--- src/rtl/alu_system_mem_sequencer_if.sv ---
// Command handshake and datapath control bundle between a caller and the memory sequencer.
// The master drives Start/Cmd/ByteCount; the slave (sequencer) drives status and controls.
interface alu_system_mem_sequencer_if;
   logic       Start;
   logic [1:0] Cmd;
   logic [2:0] ByteCount;
   logic       Busy;
   logic       Done;
   logic       Error;
   logic       Mem_CS;
   logic       Mem_WR;
   logic       IR_Write;
   logic       IR_LH;
   logic       DR_E;
   logic [1:0] DR_FunSel;
   logic [2:0] ARF_RegSel;
   logic [1:0] ARF_FunSel;
   logic [1:0] ARF_OutDSel;
   logic [1:0] MuxCSel;

   modport master (
      output Start, Cmd, ByteCount,
      input  Busy, Done, Error, Mem_CS, Mem_WR, IR_Write, IR_LH, DR_E, DR_FunSel,
             ARF_RegSel, ARF_FunSel, ARF_OutDSel, MuxCSel
   );

   modport slave (
      input  Start, Cmd, ByteCount,
      output Busy, Done, Error, Mem_CS, Mem_WR, IR_Write, IR_LH, DR_E, DR_FunSel,
             ARF_RegSel, ARF_FunSel, ARF_OutDSel, MuxCSel
   );
endinterface

--- src/rtl/alu_system_mem_sequencer.sv ---
// Multi-cycle FETCH/LOAD/STORE memory sequencer; Moore outputs decoded from state and byte index.
// FETCH completes in 3 cycles, LOAD/STORE in N+1, rejected commands in 1; Start is ignored while busy.
module alu_system_mem_sequencer #(
   parameter logic [1:0] ARF_INC     = 2'b01,
   parameter logic [1:0] DR_CLR_LOAD = 2'b01,
   parameter logic [1:0] DR_SHL_LOAD = 2'b10,
   parameter logic [2:0] PC_REGSEL   = 3'b100,
   parameter logic [1:0] PC_OUTD     = 2'b00,
   parameter logic [2:0] AR_REGSEL   = 3'b001,
   parameter logic [1:0] AR_OUTD     = 2'b10
) (
   input  logic                         i_clk,
   input  logic                         i_rst_n,
   alu_system_mem_sequencer_if.slave    io_seq
);

   typedef enum logic [2:0] {
      S_IDLE    = 3'd0,
      S_FETCH_L = 3'd1,
      S_FETCH_H = 3'd2,
      S_XFER    = 3'd3,
      S_DONE    = 3'd4
   } state_t;

   state_t     r_state;
   state_t     w_next;
   logic       r_store;
   logic [2:0] r_n;
   logic [1:0] r_k;
   logic       r_err;

   logic       w_len_ok;
   logic       w_xfer_cmd;
   logic       w_last;
   logic [2:0] w_byte_sel;

   assign w_len_ok   = (io_seq.ByteCount >= 3'd1) && (io_seq.ByteCount <= 3'd4);
   assign w_xfer_cmd = (io_seq.Cmd == 2'b01) || (io_seq.Cmd == 2'b10);
   assign w_last     = ({1'b0, r_k} == (r_n - 3'd1));
   // Highest ALUOut byte goes to the lowest address, so the selector counts down.
   assign w_byte_sel = r_n - 3'd1 - {1'b0, r_k};

   always_ff @(posedge i_clk) begin
      if (!i_rst_n) begin
         r_state <= S_IDLE;
         r_store <= 1'b0;
         r_n     <= 3'd0;
         r_k     <= 2'd0;
         r_err   <= 1'b0;
      end else begin
         r_state <= w_next;
         case (r_state)
            S_IDLE: begin
               if (io_seq.Start) begin
                  if (io_seq.Cmd == 2'b00) begin
                     r_err <= 1'b0;
                  end else if (w_xfer_cmd && w_len_ok) begin
                     r_store <= io_seq.Cmd[1];
                     r_n     <= io_seq.ByteCount;
                     r_k     <= 2'd0;
                     r_err   <= 1'b0;
                  end else begin
                     r_err <= 1'b1;
                  end
               end
            end
            S_XFER:  r_k   <= r_k + 2'd1;
            S_DONE:  r_err <= 1'b0;
            default: ;
         endcase
      end
   end

   always_comb begin
      w_next = r_state;
      case (r_state)
         S_IDLE: begin
            if (io_seq.Start) begin
               if (io_seq.Cmd == 2'b00)
                  w_next = S_FETCH_L;
               else if (w_xfer_cmd && w_len_ok)
                  w_next = S_XFER;
               else
                  w_next = S_DONE;
            end
         end
         S_FETCH_L: w_next = S_FETCH_H;
         S_FETCH_H: w_next = S_DONE;
         S_XFER:    if (w_last) w_next = S_DONE;
         S_DONE:    w_next = S_IDLE;
         default:   w_next = S_IDLE;
      endcase
   end

   always_comb begin
      io_seq.Busy        = (r_state != S_IDLE);
      io_seq.Done        = 1'b0;
      io_seq.Error       = 1'b0;
      io_seq.Mem_CS      = 1'b1;
      io_seq.Mem_WR      = 1'b0;
      io_seq.IR_Write    = 1'b0;
      io_seq.IR_LH       = 1'b0;
      io_seq.DR_E        = 1'b0;
      io_seq.DR_FunSel   = 2'b00;
      io_seq.ARF_RegSel  = 3'b000;
      io_seq.ARF_FunSel  = 2'b00;
      io_seq.ARF_OutDSel = PC_OUTD;
      io_seq.MuxCSel     = 2'b00;
      case (r_state)
         S_FETCH_L, S_FETCH_H: begin
            io_seq.Mem_CS     = 1'b0;
            io_seq.IR_Write   = 1'b1;
            io_seq.IR_LH      = (r_state == S_FETCH_H);
            io_seq.ARF_RegSel = PC_REGSEL;
            io_seq.ARF_FunSel = ARF_INC;
         end
         S_XFER: begin
            io_seq.Mem_CS      = 1'b0;
            io_seq.ARF_OutDSel = AR_OUTD;
            io_seq.ARF_RegSel  = AR_REGSEL;
            io_seq.ARF_FunSel  = ARF_INC;
            if (r_store) begin
               io_seq.Mem_WR  = 1'b1;
               io_seq.MuxCSel = w_byte_sel[1:0];
            end else begin
               io_seq.DR_E      = 1'b1;
               io_seq.DR_FunSel = (r_k == 2'd0) ? DR_CLR_LOAD : DR_SHL_LOAD;
            end
         end
         S_DONE: begin
            io_seq.Done  = 1'b1;
            io_seq.Error = r_err;
         end
         default: ;
      endcase
   end

endmodule

--- src/flat_wrapper.sv ---
// flat-port wrapper written by rule: the top's interface ports become plain ports
module alu_system_mem_sequencer_flat 
#(
   parameter logic [1:0] ARF_INC     = 2'b01,
   parameter logic [1:0] DR_CLR_LOAD = 2'b01,
   parameter logic [1:0] DR_SHL_LOAD = 2'b10,
   parameter logic [2:0] PC_REGSEL   = 3'b100,
   parameter logic [1:0] PC_OUTD     = 2'b00,
   parameter logic [2:0] AR_REGSEL   = 3'b001,
   parameter logic [1:0] AR_OUTD     = 2'b10
)
  (i_clk, i_rst_n, io_seq_Start, io_seq_Cmd, io_seq_ByteCount, io_seq_Busy, io_seq_Done, io_seq_Error, io_seq_Mem_CS, io_seq_Mem_WR, io_seq_IR_Write, io_seq_IR_LH, io_seq_DR_E, io_seq_DR_FunSel, io_seq_ARF_RegSel, io_seq_ARF_FunSel, io_seq_ARF_OutDSel, io_seq_MuxCSel);
  alu_system_mem_sequencer_if io_seq_i ();
  input  logic i_clk;
  input  logic i_rst_n;
  input wire logic [$bits(io_seq_i.Start)-1:0] io_seq_Start;
  input wire logic [$bits(io_seq_i.Cmd)-1:0] io_seq_Cmd;
  input wire logic [$bits(io_seq_i.ByteCount)-1:0] io_seq_ByteCount;
  output wire logic [$bits(io_seq_i.Busy)-1:0] io_seq_Busy;
  output wire logic [$bits(io_seq_i.Done)-1:0] io_seq_Done;
  output wire logic [$bits(io_seq_i.Error)-1:0] io_seq_Error;
  output wire logic [$bits(io_seq_i.Mem_CS)-1:0] io_seq_Mem_CS;
  output wire logic [$bits(io_seq_i.Mem_WR)-1:0] io_seq_Mem_WR;
  output wire logic [$bits(io_seq_i.IR_Write)-1:0] io_seq_IR_Write;
  output wire logic [$bits(io_seq_i.IR_LH)-1:0] io_seq_IR_LH;
  output wire logic [$bits(io_seq_i.DR_E)-1:0] io_seq_DR_E;
  output wire logic [$bits(io_seq_i.DR_FunSel)-1:0] io_seq_DR_FunSel;
  output wire logic [$bits(io_seq_i.ARF_RegSel)-1:0] io_seq_ARF_RegSel;
  output wire logic [$bits(io_seq_i.ARF_FunSel)-1:0] io_seq_ARF_FunSel;
  output wire logic [$bits(io_seq_i.ARF_OutDSel)-1:0] io_seq_ARF_OutDSel;
  output wire logic [$bits(io_seq_i.MuxCSel)-1:0] io_seq_MuxCSel;
  assign io_seq_i.Start = io_seq_Start;
  assign io_seq_i.Cmd = io_seq_Cmd;
  assign io_seq_i.ByteCount = io_seq_ByteCount;
  assign io_seq_Busy = io_seq_i.Busy;
  assign io_seq_Done = io_seq_i.Done;
  assign io_seq_Error = io_seq_i.Error;
  assign io_seq_Mem_CS = io_seq_i.Mem_CS;
  assign io_seq_Mem_WR = io_seq_i.Mem_WR;
  assign io_seq_IR_Write = io_seq_i.IR_Write;
  assign io_seq_IR_LH = io_seq_i.IR_LH;
  assign io_seq_DR_E = io_seq_i.DR_E;
  assign io_seq_DR_FunSel = io_seq_i.DR_FunSel;
  assign io_seq_ARF_RegSel = io_seq_i.ARF_RegSel;
  assign io_seq_ARF_FunSel = io_seq_i.ARF_FunSel;
  assign io_seq_ARF_OutDSel = io_seq_i.ARF_OutDSel;
  assign io_seq_MuxCSel = io_seq_i.MuxCSel;
  alu_system_mem_sequencer #(.ARF_INC(ARF_INC), .DR_CLR_LOAD(DR_CLR_LOAD), .DR_SHL_LOAD(DR_SHL_LOAD), .PC_REGSEL(PC_REGSEL), .PC_OUTD(PC_OUTD), .AR_REGSEL(AR_REGSEL), .AR_OUTD(AR_OUTD)) u_core (.i_clk(i_clk), .i_rst_n(i_rst_n), .io_seq(io_seq_i));
endmodule
--- config.mk ---
export PLATFORM = sky130hd
export DESIGN_NAME = alu_system_mem_sequencer_flat
export DESIGN_NICKNAME = d
export VERILOG_FILES = /design/src/rtl/alu_system_mem_sequencer_if.sv /design/src/rtl/alu_system_mem_sequencer.sv /design/src/flat_wrapper.sv
export SDC_FILE = /design/constraint.sdc
export NUM_CORES = 1
export LEC_CHECK = 0
export ABC_AREA = 1
export ABC_CLOCK_PERIOD_IN_PS = 1500
export CAP_MARGIN = 20
export CORE_MARGIN = 1.5
export CORE_UTILIZATION = 43
export CTS_CLUSTER_DIAMETER = 30
export DETAILED_ROUTE_END_ITERATION = 10
export PLACE_DENSITY = 0.89
export SLEW_MARGIN = 20
export SYNTH_ARGS = -nofsm -noshare
export SYNTH_HDL_FRONTEND = slang
export SYNTH_SLANG_ARGS = --single-unit
export TNS_END_PERCENT = 5
--- constraint.sdc ---
create_clock -name i_clk -period 1.5 [get_ports i_clk]
set_input_delay 0.15 -clock i_clk [delete_from_list [all_inputs] [get_ports i_clk]]
set_output_delay 0.15 -clock i_clk [all_outputs]
set_load 0.02 [all_outputs]
==> flow_summary.ini <==
[outcome]
status = complete, but fails checks
violations = setup timing

[worst_setup_path]
start_kind = flop
path_cells = inv_2 > ha_4 > inv_2 > nand2_2 > nand2_2 > xor2_2 > nor2_2 > buf_6
endpoint_kind = output port
crit_fanout = 2
arrival_ns = 1.44
worstSetupPathType = reg -> out
cp_slowest_cell = dfxtp_2
cp_slowest_stage_delay_ns = 0.33
cp.required_ns = 1.35

[timing]
setup_viol = 1
skew_ns = 0.00121
fin_crit_ns = 1.59
rsz0062_at_grt = true
fin_crit_sh_pct = 106
fin_ws_ns = -0.0899
drv_slew = 0
hold_violations = 0
max_freq_mhz = 629

[logic_synthesis]
syn_avg_cell_area_um2 = 6.63
async_reset_ff_share_pct = 0
synthCells = 115
synth_commonest_cells = nand2_1 (25), nor2_1 (19), inv_1 (18), dfxtp_1 (10)
synth_area_leaders = dfxtp_1 (26%), nand2_1 (12%), nor2_1 (9.4%)
yosys_most_used_dff = dfxtp_1
ys_ff_latch = 10
synth_top_area_cell = dfxtp_1
synth_edf_count = 0
yosys_warnings = 0
synth_top_area_share_pct = 26.3
synth_seq_area_share_pct = 26.3
synth.most_common_cell = nand2_1
ys_types = 26
syn_area_um2 = 762

[floorplanning]
ios = 27
die_h_um = 45.1
core_um2 = 1690
start_util_pct = 45.1
die-width_um = 45.1
fp-row-count = 15
dieArea_um2 = 2030

[place]
post-place-ws_ns = -0.315
hpwlAfterDp_mm = 1.37
io_buffers = 23
dp_cells = 166
gp_congestion = 0.795

[cells_and_area]
area_delta_synth_final_pct = 45.5
stdcell_count = 170
final_nets = 166
drive_gt1_share_pct = 36.6
diodes = 0

[route]
drc = 0
avgRoutedWirePerCell_um = 10.1
routed-via-count = 814
first_iter_violations = 15
drtPass1Iterations = 4
viasPerCell = 4.79
ant_nets = 0
routed_wirelength_mm = 1.71

[clocking]
clkSinkCount = 10
clock_path_buffers = 2
cts_tree = yes
htreeDepth = 1
path_clk_slew_ns = 0.07
clk_latency_ns = 0.26
cts_buffers = 3
cts-root-buf = clkbuf_4
ctsHoldBuffers = 0

[power_and_ir_drop]
p_int_mw = 0.577
combPwrFrac_pct = 38.9
switching_power_mw = 0.308
power_mw = 0.885
leakage_nw = 0.618
power_frac_clock_pct = 27.5
power_density_nw_per_um2 = 798
ir_worst_vdd_uv = 546
swShare_pct = 34.9
p_seq_share_pct = 33.5

[global_routing]
grt_pass1_vias = 733
grt_first_pass_wirelength_mm = 2.95
track_usage_pct = 19.6
antenna_found_initial = 0
grt_max_degree = 9
overflow = 0

[worst_hold_path]
holdCritPathClass = reg -> reg

[run]
drv_cap = 0
==> logic make-up (layout without fill, tap and decap cells) <==
kind of cell | Yosys count | count (layout) | share of synthesized area (%)
AND/OR/NAND/NOR | 60 | 60 | 39.7
buffers and inverters | 26 | 62 | 15.4
AO/OA/AOI/OAI | 13 | 13 | 10.3
flip-flops | 10 | 10 | 26.3
adder cells (fa/ha/maj) | 4 | 4 | 6.57
other | 1 | 3 | 0.492
XOR/XNOR | 1 | 1 | 1.15
==> power by group through the flow <==
stage / combinational (mW) / clock (mW) / sequential (mW)
floorplan: 0.209 / 0 / 0.304
global placement: 0.342 / 0 / 0.300
detailed placement: 0.350 / 0 / 0.301
global route: 0.382 / 0.259 / 0.298
CTS: 0.347 / 0.243 / 0.296
finish: 0.345 / 0.244 / 0.297
==> flip-flops by register name, summed over array words and instances (netlist names) <==
register / cells
u_core.r_n: 3
u_core.r_state: 3
u_core.r_k: 2
u_core.r_err: 1
u_core.r_store: 1
==> routing by layer <==
layer / track usage, % / part of all wire (%) / vias to the layer above
li1: - / - / 426
met1: 23.0 / 41 / 351
met2: 37.1 / 52 / 37
met3: 3.20 / 6.9 / 0
met4: 3.53 / 0 / 0
met5: 0 / 0 / -
==> critical path: cells and delay by family (launching register included) <==
family | cells | cell delay [ns]
xor gates and xnor gates | 1 | 0.15
DFF | 1 | 0.33
and+or+nand+nor | 3 | 0.23
buffers and inverters | 3 | 0.20
adders and majority gates | 1 | 0.26
==> stage by stage <==
stage | cell area (um^2) | hold WS [ns] | util, % | setup TNS [ns]
2_1_floorplan | 772 | 0.270 | - | -0.0189
3_3_place_gp | 1090 | 0.485 | 64.6 | -1.06
3_5_place_dp | 1090 | 0.490 | 64.6 | -1.40
4_1_cts | 1130 | 0.500 | 66.7 | -0.0891
5_1_grt | 1110 | 0.517 | 65.6 | -0.341
6_report | 1110 | 0.492 | 65.6 | -0.0899
==> path summary, 6_finish.rpt <==
path | startpoint | to | slack, ns | depth (start not counted)
setup / recovery | u_core.r_n[1] | io_seq_MuxCSel[1] | -0.09 | 8
hold / removal | u_core.r_k[1] | u_core.r_k[1] | 0.49 | 2
setup reg to reg | u_core.r_state[0] | u_core.r_k[0] | 0.16 | 10
hold reg to reg | u_core.r_k[1] | u_core.r_k[1] | 0.49 | 2
==> placed cells by master, fill, tap and decap left out, types with 4 or more instances in the layout <==
| cell | n |
|---|---|
| nor2_1 | 18 |
| buf_4 | 12 |
| dfxtp_2 | 4 |
| inv_1 | 15 |
| clkdlybuf4s50_1 | 7 |
| dfxtp_1 | 6 |
| nand3_1 | 4 |
| clkbuf_2 | 7 |
| inv_2 | 5 |
| nand2_1 | 23 |
==> final cells by class <==
class / instances / area [um^2]
Fill cell: 149 / 581
Multi-Input combinational cell: 81 / 479
Timing Repair Buffer: 35 / 272
Sequential cell: 10 / 205
Inverter: 23 / 95.1
Clock buffer: 4 / 36.3
Tap cell: 17 / 21.3
==> timing repair <==
action                     4_1_cts  5_1_grt
gates resized for setup         41       22
buffers inserted                 0        0
setup endpoints to repair       16       17
hold endpoints to repair         0        0
pin swaps                        3        4
Note: power is estimated with default switching activity, not from simulation.
